### config.mk
export PLATFORM = sky130hd
export DESIGN_NAME = mc_ctrl
export DESIGN_NICKNAME = d
export VERILOG_FILES = /design/src/rtl/mc_pkg.sv /design/src/rtl/mc_decode.sv /design/src/rtl/mc_ctrl.sv
export SDC_FILE = /design/constraint.sdc
export NUM_CORES = 1
export LEC_CHECK = 0
export ABC_CLOCK_PERIOD_IN_PS = 4000
export BUFFER_PORTS_ARGS = -buffer_cell sky130_fd_sc_hd__buf_2
export CORE_AREA = 2 2 42 44
export DETAILED_ROUTE_END_ITERATION = 7
export DIE_AREA = 0 0 44 46
export PLACE_DENSITY_LB_ADDON = 0.08
export SYNTH_ARGS = -nofsm -noshare
export SYNTH_HDL_FRONTEND = slang
export SYNTH_SLANG_ARGS = --single-unit
### constraint.sdc
create_clock -name clk -period 4 [get_ports clk]
set_input_delay 1.2 -clock clk [delete_from_list [all_inputs] [get_ports clk]]
set_output_delay 1.2 -clock clk [all_outputs]
set_load 0.02 [all_outputs]
### src/rtl/mc_pkg.sv
// Shared definitions for the multi-cycle controller: FSM states, decoded
// instruction classes, ALU op codes, opcode/funct constants and the mux
// select encodings used on the datapath control outputs.
package mc_pkg;

  typedef enum logic [2:0] {
    S_IDLE,
    S_FETCH,
    S_DECODE,
    S_EXEC,
    S_MEM,
    S_WB
  } state_t;

  typedef enum logic [3:0] {
    I_ADDU,
    I_SUBU,
    I_SLL,
    I_JR,
    I_ORI,
    I_ANDI,
    I_LW,
    I_SW,
    I_BEQ,
    I_LUI,
    I_J,
    I_JAL,
    I_ILL
  } iclass_t;

  // ALU operation codes
  localparam logic [2:0] ALU_AND = 3'b000;
  localparam logic [2:0] ALU_OR  = 3'b001;
  localparam logic [2:0] ALU_ADD = 3'b010;
  localparam logic [2:0] ALU_SLL = 3'b011;
  localparam logic [2:0] ALU_SUB = 3'b110;
  localparam logic [2:0] ALU_LUI = 3'b111;

  // Opcodes (IR[31:26])
  localparam logic [5:0] OP_RTYPE = 6'b000000;
  localparam logic [5:0] OP_ORI   = 6'b001101;
  localparam logic [5:0] OP_ANDI  = 6'b001100;
  localparam logic [5:0] OP_LW    = 6'b100011;
  localparam logic [5:0] OP_SW    = 6'b101011;
  localparam logic [5:0] OP_BEQ   = 6'b000100;
  localparam logic [5:0] OP_LUI   = 6'b001111;
  localparam logic [5:0] OP_J     = 6'b000010;
  localparam logic [5:0] OP_JAL   = 6'b000011;

  // R-type funct codes (IR[5:0])
  localparam logic [5:0] FN_ADDU = 6'b100001;
  localparam logic [5:0] FN_SUBU = 6'b100011;
  localparam logic [5:0] FN_SLL  = 6'b000000;
  localparam logic [5:0] FN_JR   = 6'b001000;

  // pc_src encodings
  localparam logic [1:0] PCSRC_PC4    = 2'd0;
  localparam logic [1:0] PCSRC_BRANCH = 2'd1;
  localparam logic [1:0] PCSRC_JUMP   = 2'd2;
  localparam logic [1:0] PCSRC_RS     = 2'd3;

  // wd_sel encodings
  localparam logic [1:0] WD_ALUOUT = 2'd0;
  localparam logic [1:0] WD_MDR    = 2'd1;
  localparam logic [1:0] WD_PC     = 2'd2;

  // reg_dst encodings
  localparam logic [1:0] RD_RT  = 2'd0;
  localparam logic [1:0] RD_RD  = 2'd1;
  localparam logic [1:0] RD_R31 = 2'd2;

  // alu_src_b encodings
  localparam logic [1:0] ASB_RT     = 2'd0;
  localparam logic [1:0] ASB_FOUR   = 2'd1;
  localparam logic [1:0] ASB_IMM    = 2'd2;
  localparam logic [1:0] ASB_IMM_SH = 2'd3;

endpackage

### src/rtl/mc_decode.sv
// Combinational instruction-class decode.
//   op    : IR[31:26]
//   funct : IR[5:0]
//   cls   : decoded instruction class (I_ILL for anything unsupported)
module mc_decode
  import mc_pkg::*;
(
  input  logic [5:0] op,
  input  logic [5:0] funct,
  output iclass_t    cls
);

  always_comb begin
    cls = I_ILL;
    case (op)
      OP_RTYPE: begin
        case (funct)
          FN_ADDU: cls = I_ADDU;
          FN_SUBU: cls = I_SUBU;
          FN_SLL:  cls = I_SLL;
          FN_JR:   cls = I_JR;
          default: cls = I_ILL;
        endcase
      end
      OP_ORI:  cls = I_ORI;
      OP_ANDI: cls = I_ANDI;
      OP_LW:   cls = I_LW;
      OP_SW:   cls = I_SW;
      OP_BEQ:  cls = I_BEQ;
      OP_LUI:  cls = I_LUI;
      OP_J:    cls = I_J;
      OP_JAL:  cls = I_JAL;
      default: cls = I_ILL;
    endcase
  end

endmodule

### src/rtl/mc_ctrl.sv
// Multi-cycle processor controller (IDLE/FETCH/DECODE/EXEC/MEM/WB).
// Ports:
//   clk, rst_n        : clock, asynchronous active-low reset
//   op, funct         : IR[31:26], IR[5:0]; only looked at from DECODE on
//   zero, mem_ready   : ALU zero flag, shared-memory completion
//   mem_req/we/sel    : memory request, write enable, address select
//   pc_write/pc_src   : PC load and source select; ir_write loads IR
//   reg_write/reg_dst/wd_sel : register-file write controls
//   alu_src_a/alu_src_b/ext_op/alu_op : ALU operand and op controls
//   retire, illegal   : one-cycle status pulses
// All outputs are a pure function of state and inputs; IDLE drives zero,
// so asynchronous reset forces every output low immediately.
module mc_ctrl
  import mc_pkg::*;
(
  input  logic       clk,
  input  logic       rst_n,
  input  logic [5:0] op,
  input  logic [5:0] funct,
  input  logic       zero,
  input  logic       mem_ready,
  output logic       mem_req,
  output logic       mem_we,
  output logic       mem_sel,
  output logic       pc_write,
  output logic [1:0] pc_src,
  output logic       ir_write,
  output logic       reg_write,
  output logic [1:0] reg_dst,
  output logic [1:0] wd_sel,
  output logic       alu_src_a,
  output logic [1:0] alu_src_b,
  output logic       ext_op,
  output logic [2:0] alu_op,
  output logic       retire,
  output logic       illegal
);

  state_t  state, state_n;
  iclass_t cls;

  mc_decode u_decode (
    .op    (op),
    .funct (funct),
    .cls   (cls)
  );

  always_ff @(posedge clk or negedge rst_n) begin
    if (!rst_n) state <= S_IDLE;
    else        state <= state_n;
  end

  always_comb begin
    state_n   = state;
    mem_req   = 1'b0;
    mem_we    = 1'b0;
    mem_sel   = 1'b0;
    pc_write  = 1'b0;
    pc_src    = PCSRC_PC4;
    ir_write  = 1'b0;
    reg_write = 1'b0;
    reg_dst   = RD_RT;
    wd_sel    = WD_ALUOUT;
    alu_src_a = 1'b0;
    alu_src_b = ASB_RT;
    ext_op    = 1'b0;
    alu_op    = ALU_AND;
    retire    = 1'b0;
    illegal   = 1'b0;

    case (state)
      S_IDLE: state_n = S_FETCH;

      S_FETCH: begin
        mem_req   = 1'b1;
        alu_src_b = ASB_FOUR;
        alu_op    = ALU_ADD;
        if (mem_ready) begin
          ir_write = 1'b1;
          pc_write = 1'b1;
          pc_src   = PCSRC_PC4;
          state_n  = S_DECODE;
        end
      end

      S_DECODE: begin
        // ALU speculatively forms the branch target into ALUOut
        alu_src_b = ASB_IMM_SH;
        alu_op    = ALU_ADD;
        case (cls)
          I_J, I_JAL: begin
            pc_write = 1'b1;
            pc_src   = PCSRC_JUMP;
            retire   = 1'b1;
            state_n  = S_FETCH;
            if (cls == I_JAL) begin
              reg_write = 1'b1;
              reg_dst   = RD_R31;
              wd_sel    = WD_PC;
            end
          end
          I_JR: begin
            pc_write = 1'b1;
            pc_src   = PCSRC_RS;
            retire   = 1'b1;
            state_n  = S_FETCH;
          end
          I_ILL: begin
            illegal = 1'b1;
            state_n = S_FETCH;
          end
          default: state_n = S_EXEC;
        endcase
      end

      S_EXEC: begin
        state_n = S_WB;
        case (cls)
          I_ADDU: begin alu_op = ALU_ADD; alu_src_a = 1'b1; alu_src_b = ASB_RT; end
          I_SUBU: begin alu_op = ALU_SUB; alu_src_a = 1'b1; alu_src_b = ASB_RT; end
          I_SLL:  begin alu_op = ALU_SLL; alu_src_a = 1'b1; alu_src_b = ASB_RT; end
          I_ORI:  begin alu_op = ALU_OR;  alu_src_b = ASB_IMM; ext_op = 1'b1; end
          I_ANDI: begin alu_op = ALU_AND; alu_src_b = ASB_IMM; ext_op = 1'b1; end
          I_LUI:  begin alu_op = ALU_LUI; alu_src_b = ASB_IMM; end
          I_LW, I_SW: begin
            alu_op    = ALU_ADD;
            alu_src_a = 1'b1;
            alu_src_b = ASB_IMM;
            state_n   = S_MEM;
          end
          I_BEQ: begin
            alu_op    = ALU_SUB;
            alu_src_a = 1'b1;
            alu_src_b = ASB_RT;
            retire    = 1'b1;
            state_n   = S_FETCH;
            if (zero) begin
              pc_write = 1'b1;
              pc_src   = PCSRC_BRANCH;
            end
          end
          default: state_n = S_FETCH;
        endcase
      end

      S_MEM: begin
        mem_req = 1'b1;
        mem_sel = 1'b1;
        mem_we  = (cls == I_SW);
        if (mem_ready) begin
          if (cls == I_LW) begin
            state_n = S_WB;
          end else begin
            retire  = 1'b1;
            state_n = S_FETCH;
          end
        end
      end

      S_WB: begin
        reg_write = 1'b1;
        retire    = 1'b1;
        reg_dst   = (op == OP_RTYPE) ? RD_RD : RD_RT;
        wd_sel    = (cls == I_LW) ? WD_MDR : WD_ALUOUT;
        state_n   = S_FETCH;
      end

      default: state_n = S_IDLE;
    endcase
  end

endmodule

# Yosys cells after proc, flatten, opt, wreduce, memory -nomap -nowiden
# Index checks and enable logic that the tools add are counted.
[word_totals] regBits=3 romBits=0 in_bits=16 n_memories=0 ramBits=0 latch_bits=0
[op_classes] shift=0 div=0 eq_ne=30 multipliers=0 bitwise=0 mux=44 n_addsub=0 reduce_logical=18 order_cmp=0
[op_table] cell="$pmux W4 S9" count=1
[op_table] cell="$pmux W3 S5" count=2
[op_table] cell="$eq A6 B4 Y1 const B" count=4
[op_table] cell="$eq A6 B6 Y1 const B" count=4
[op_table] cell="$mux W1" count=23
[op_table] cell="$eq A4 B4 Y1 const B" count=5
[op_table] cell="$eq A4 B3 Y1 const B" count=4
[op_table] cell="$pmux W2 S2" count=4
[op_table] cell="$pmux W4 S4" count=1
[op_table] cell="$reduce_or A2 Y1" count=7
[op_table] cell="$eq A6 B2 Y1 const B" count=2
[op_table] cell="$logic_not A6 Y1" count=2
[op_table] cell="$pmux W3 S2" count=2
[op_table] cell="$reduce_or A6 Y1" count=2
[op_table] cell="$mux W3" count=3
[op_table] cell="$eq A4 B2 Y1 const B" count=2
[op_table] cell="$mux W2" count=4
[op_table] cell="$eq A3 B2 Y1 const B" count=2
[op_table] cell="$eq A3 B3 Y1 const B" count=2
[op_table] cell="$eq A6 B3 Y1 const B" count=1
[op_table] cell="$pmux W2 S3" count=1
[op_table] cell="$reduce_or A3 Y1" count=2
[op_table] cell="$reduce_or A5 Y1" count=1
[op_table] cell="$eq A4 B1 Y1 const B" count=1
[op_table] cell="other kinds (9)" count=10

# Logic depth before layout (Yosys ltp)
[logic_depth] depth_word=7 ltp_mapped=6

# Hierarchy
# A second synthesis with hierarchy kept.
[unflattened] cells_unflattened=104 hier_area_um2=782.0
[modules_own_cells] module="mc_ctrl" cells_per_inst=75 area_per_inst_um2=568.0 instances=1 seq_area_each_um2=75.1
[modules_own_cells] module="mc_decode" cells_per_inst=29 area_per_inst_um2=214.0 instances=1 seq_area_each_um2=0.0

# Least setup slack after synthesis
# OpenSTA, ideal clock, no wires.
[synth_path] kind="input-to-output" start="input op[5]" end="output reg_write" cell_stages=6 path_buffers=1 setup_slack_ns=0.250 t_required_ns=2.800 arrival_time_ns=2.550 path_cell_list="buf_6 -> or2_4 -> nor3_4 -> nand2_1 -> nor3_2 -> nand2b_1"
[synth_between] elab_chain_len=6 word_cells_on_any_way=16
[synth_lines] element="from (decl)" line_no="mc_ctrl.sv:18" text="input logic [5:0] op,"
[synth_lines] element="$eq A6 B2 Y1, or another cell as far along" line_no="mc_decode.sv:15" text="case (op)"
[synth_lines] element="$pmux W4 S9 *" line_no="mc_decode.sv:15"
[synth_lines] element="$eq A4 B4 Y1 (on tied branches)" line_no="mc_ctrl.sv:90, mc_ctrl.sv:96"
[synth_lines] element="$mux W1 or $reduce_or A2 Y1 (tied branches)"
[synth_lines] element="$mux W1 *" line_no="mc_ctrl.sv:90" text="case (cls)"
[synth_lines] element="$pmux W1 S2 *" line_no="mc_ctrl.sv:71" text="case (state)"
[synth_lines] element="to (decl)" line_no="mc_ctrl.sv:28" text="output logic reg_write,"
# Every way passes the cells marked *; elsewhere a longest branch is shown, timed or not.

# Final worst setup path
[layout_path] start="input funct[0]" end="output mem_we"
[layout_between] elab_chain_len=5 word_cells_on_any_way=8
[layout_lines] element="from (decl)" line_no="mc_ctrl.sv:19" text="input logic [5:0] funct,"
[layout_lines] element="$eq A6 B4 Y1, or another cell as far along" line_no="mc_decode.sv:17" text="case (funct)"
[layout_lines] element="$pmux W4 S4 *" line_no="mc_decode.sv:17"
[layout_lines] element="$pmux W4 S9 *" line_no="mc_decode.sv:15"
[layout_lines] element="$eq A4 B3 Y1 *" line_no="mc_ctrl.sv:149" text="mem_we = (cls == I_SW);"
[layout_lines] element="$mux W1 *" line_no="mc_ctrl.sv:71"
[layout_lines] element="to (decl)" line_no="mc_ctrl.sv:23" text="output logic mem_we,"
# Marks and branches as above.

==> run metrics <==
most frequent cells in the layout 36 x buf_2, 11 x nand2_1, 9 x nor2_1, 9 x a21oi_1; Mapped Area 714 sq um; CTS max path bufs 2; Layout Skew 4.15 ps; Design Area, Final 916 sq um; Post-synth EDFFs 0; # IOs 37; Post-DP Area roughly 900 sq um; Starting Density 0.443; yosys warns 0; cell area power density 211 mW/mm^2; post-cts resize count 0; H-Tree Depth 1; clock-pin slew on the worst setup and hold paths 40 ps; biggest regs state x3; fin crit share 0.952; critical path capture point type output pin; Antenna diodes 0; Layout area overhead 28.2%; sequential fraction of the synthesis area 0.105; antenna violations before repair 0; Starting DRT DRC Count 14; RSZ-0062 raised after global routing no; ratio of cells with drive above 1 in the final layout 0.425; post-synthesis average cell area 7.29 sq um; Chip Width 44 um; hold buffer count at CTS 0; CTS sink count 3; final hold vios 0; PortBufs 36; cells after synthesis 98; ys async rst share 1.00; Placer Congestion between 0.8 and 0.9; Filler cells 164; Total Wirelength 2.01 mm; gr usage total 0.207; Final Max Slew Viols 0; cts bufs inserted 3; Core Area 0.00161 sq mm; Max Fclk 0.263 GHz; Final Setup Violations 0; Final #Nets 151; vias in the first global route 729; first-pass GRT wire length 3.13 mm; CTS tree built; leading cell type in the layout, fill and taps excluded buf_2; top post-synthesis cells by area dfrtp_1 11%, a21oi_1 6.3%, nand2_1 5.8%; Tightest Pin Transition 363 ps; Yosys cell types 50; Clk Latency, worst-skew pair 240 ps; die area 0.00202 sq mm; hold crit path type reg -> reg; CP required 2800 ps; Post-CTS Setup Bufs 0; vias per inst 5.76; dpl hpwl 1.64 mm; startpoint types input pin; Leak 0.423 nW; Pre-Repair DR Iteration Count 4; Pwr Total between 0.15 and 0.2 mW; R2R setup slack 2650 ps; DR DRC count 0; via count 870; Synth area leader dfrtp_1; WL per Instance about 13 um; num rows 15; max reg flops 3; slew margin rel. 0.758; Synth Register Bits 3; largest net degree at the start of global routing 14; share of the synthesized area in the top cell type 0.105; worst vdd ir 0.0822 mV; DIE HEIGHT 46 um; CTS root buffer clkbuf_4; status complete, no violations; critical path class in -> out; crit-path max FO 3; Worst Path Arrival about 2600 ps; Max-Cap Viols 0; Synth Flop Type dfrtp_1; setup TNS 0 ps; Syn Nets ~110; Tmin final 3810 ps; register name with the most flops state; grt total ovfl 0; Antenna Nets Post-Route 0
-- worst max-delay path, cell delays in order --
cell and delay [ps]:
buf_2 110, or3_4 410, nor4b_2 220, nor2_1 120
o21ai_1 130, nor4b_2 210, buf_2 210
-- area by class of cell --
cell class	instances	area, sq um	area share
Timing Repair Buffer	37	188	0.205
Inverter	3	11.3	0.0123
Multi-Input combinational cell	87	594	0.649
Clock buffer	4	26.3	0.0287
Sequential cell	3	75.1	0.0820
Tap cell	17	21.3	0.0232
-- power by group --
group / switching [mW] / leakage (nW) / internal (mW) / total [mW]
sequential: 0.00812 / 0.0371 / 0.0336 / 0.0418
clock: 0.0167 / 0.0150 / 0.0375 / 0.0542
combinational: 0.0601 / 0.371 / 0.0374 / 0.0975
total: 0.0850 / 0.423 / 0.109 / 0.193
-- layer usage --
layer  up-vias  global-route usage  share of wire
met3         4              0.0238          0.076
li1        441                   -              -
met5         -                   0              0
met2        33               0.318           0.45
met4         0               0.109          0.017
met1       392               0.283           0.45
-- metrics by stage --
stage / hold WS, ps / utilization / cells / worst slack (ps)
after global placement: 618 / 0.551 / 147 / 176
after floorplan: 567 / - / 98 / 250
after detailed placement: 615 / 0.551 / 147 / 193
after global routing: 658 / 0.567 / 151 / 71.7
final: 614 / 0.567 / 151 / 191
after CTS: 623 / 0.567 / 151 / 189
-- cells by family after synthesis --
group	Yosys count	synth area share
and+or+nand+nor	55	0.518
AOI/OAI and AO/OA	29	0.277
buffers and inverters	8	0.0630
xor gates and xnor gates	3	0.0368
DFF	3	0.105
-- worst paths after layout --
path                          start  cells past startpoint  endpoint
min                        state[1]                      1  state[0]
max reg2reg                state[1]                      5  state[2]
max                        funct[0]                      7    mem_we
min reg2reg                state[1]                      1  state[0]
min in group asynchronous     rst_n                      1  state[1]
max in group asynchronous     rst_n                      1  state[0]
-- Yosys cell counts, drive strengths merged (2+ instances only) --
cell type and n:
a211o 2, a21oi 10, and2 2, and3 2, buf 5, dfrtp 3, inv 3, nand2 11
nand2b 2, nand3 2, nand4 2, nand4b 2, nor2 10, nor2b 2, nor3 7, nor4b 3
o21ai 7, o21bai 2, or2 3, or3 2, xnor2 2
(Power assumes the default switching activity.)
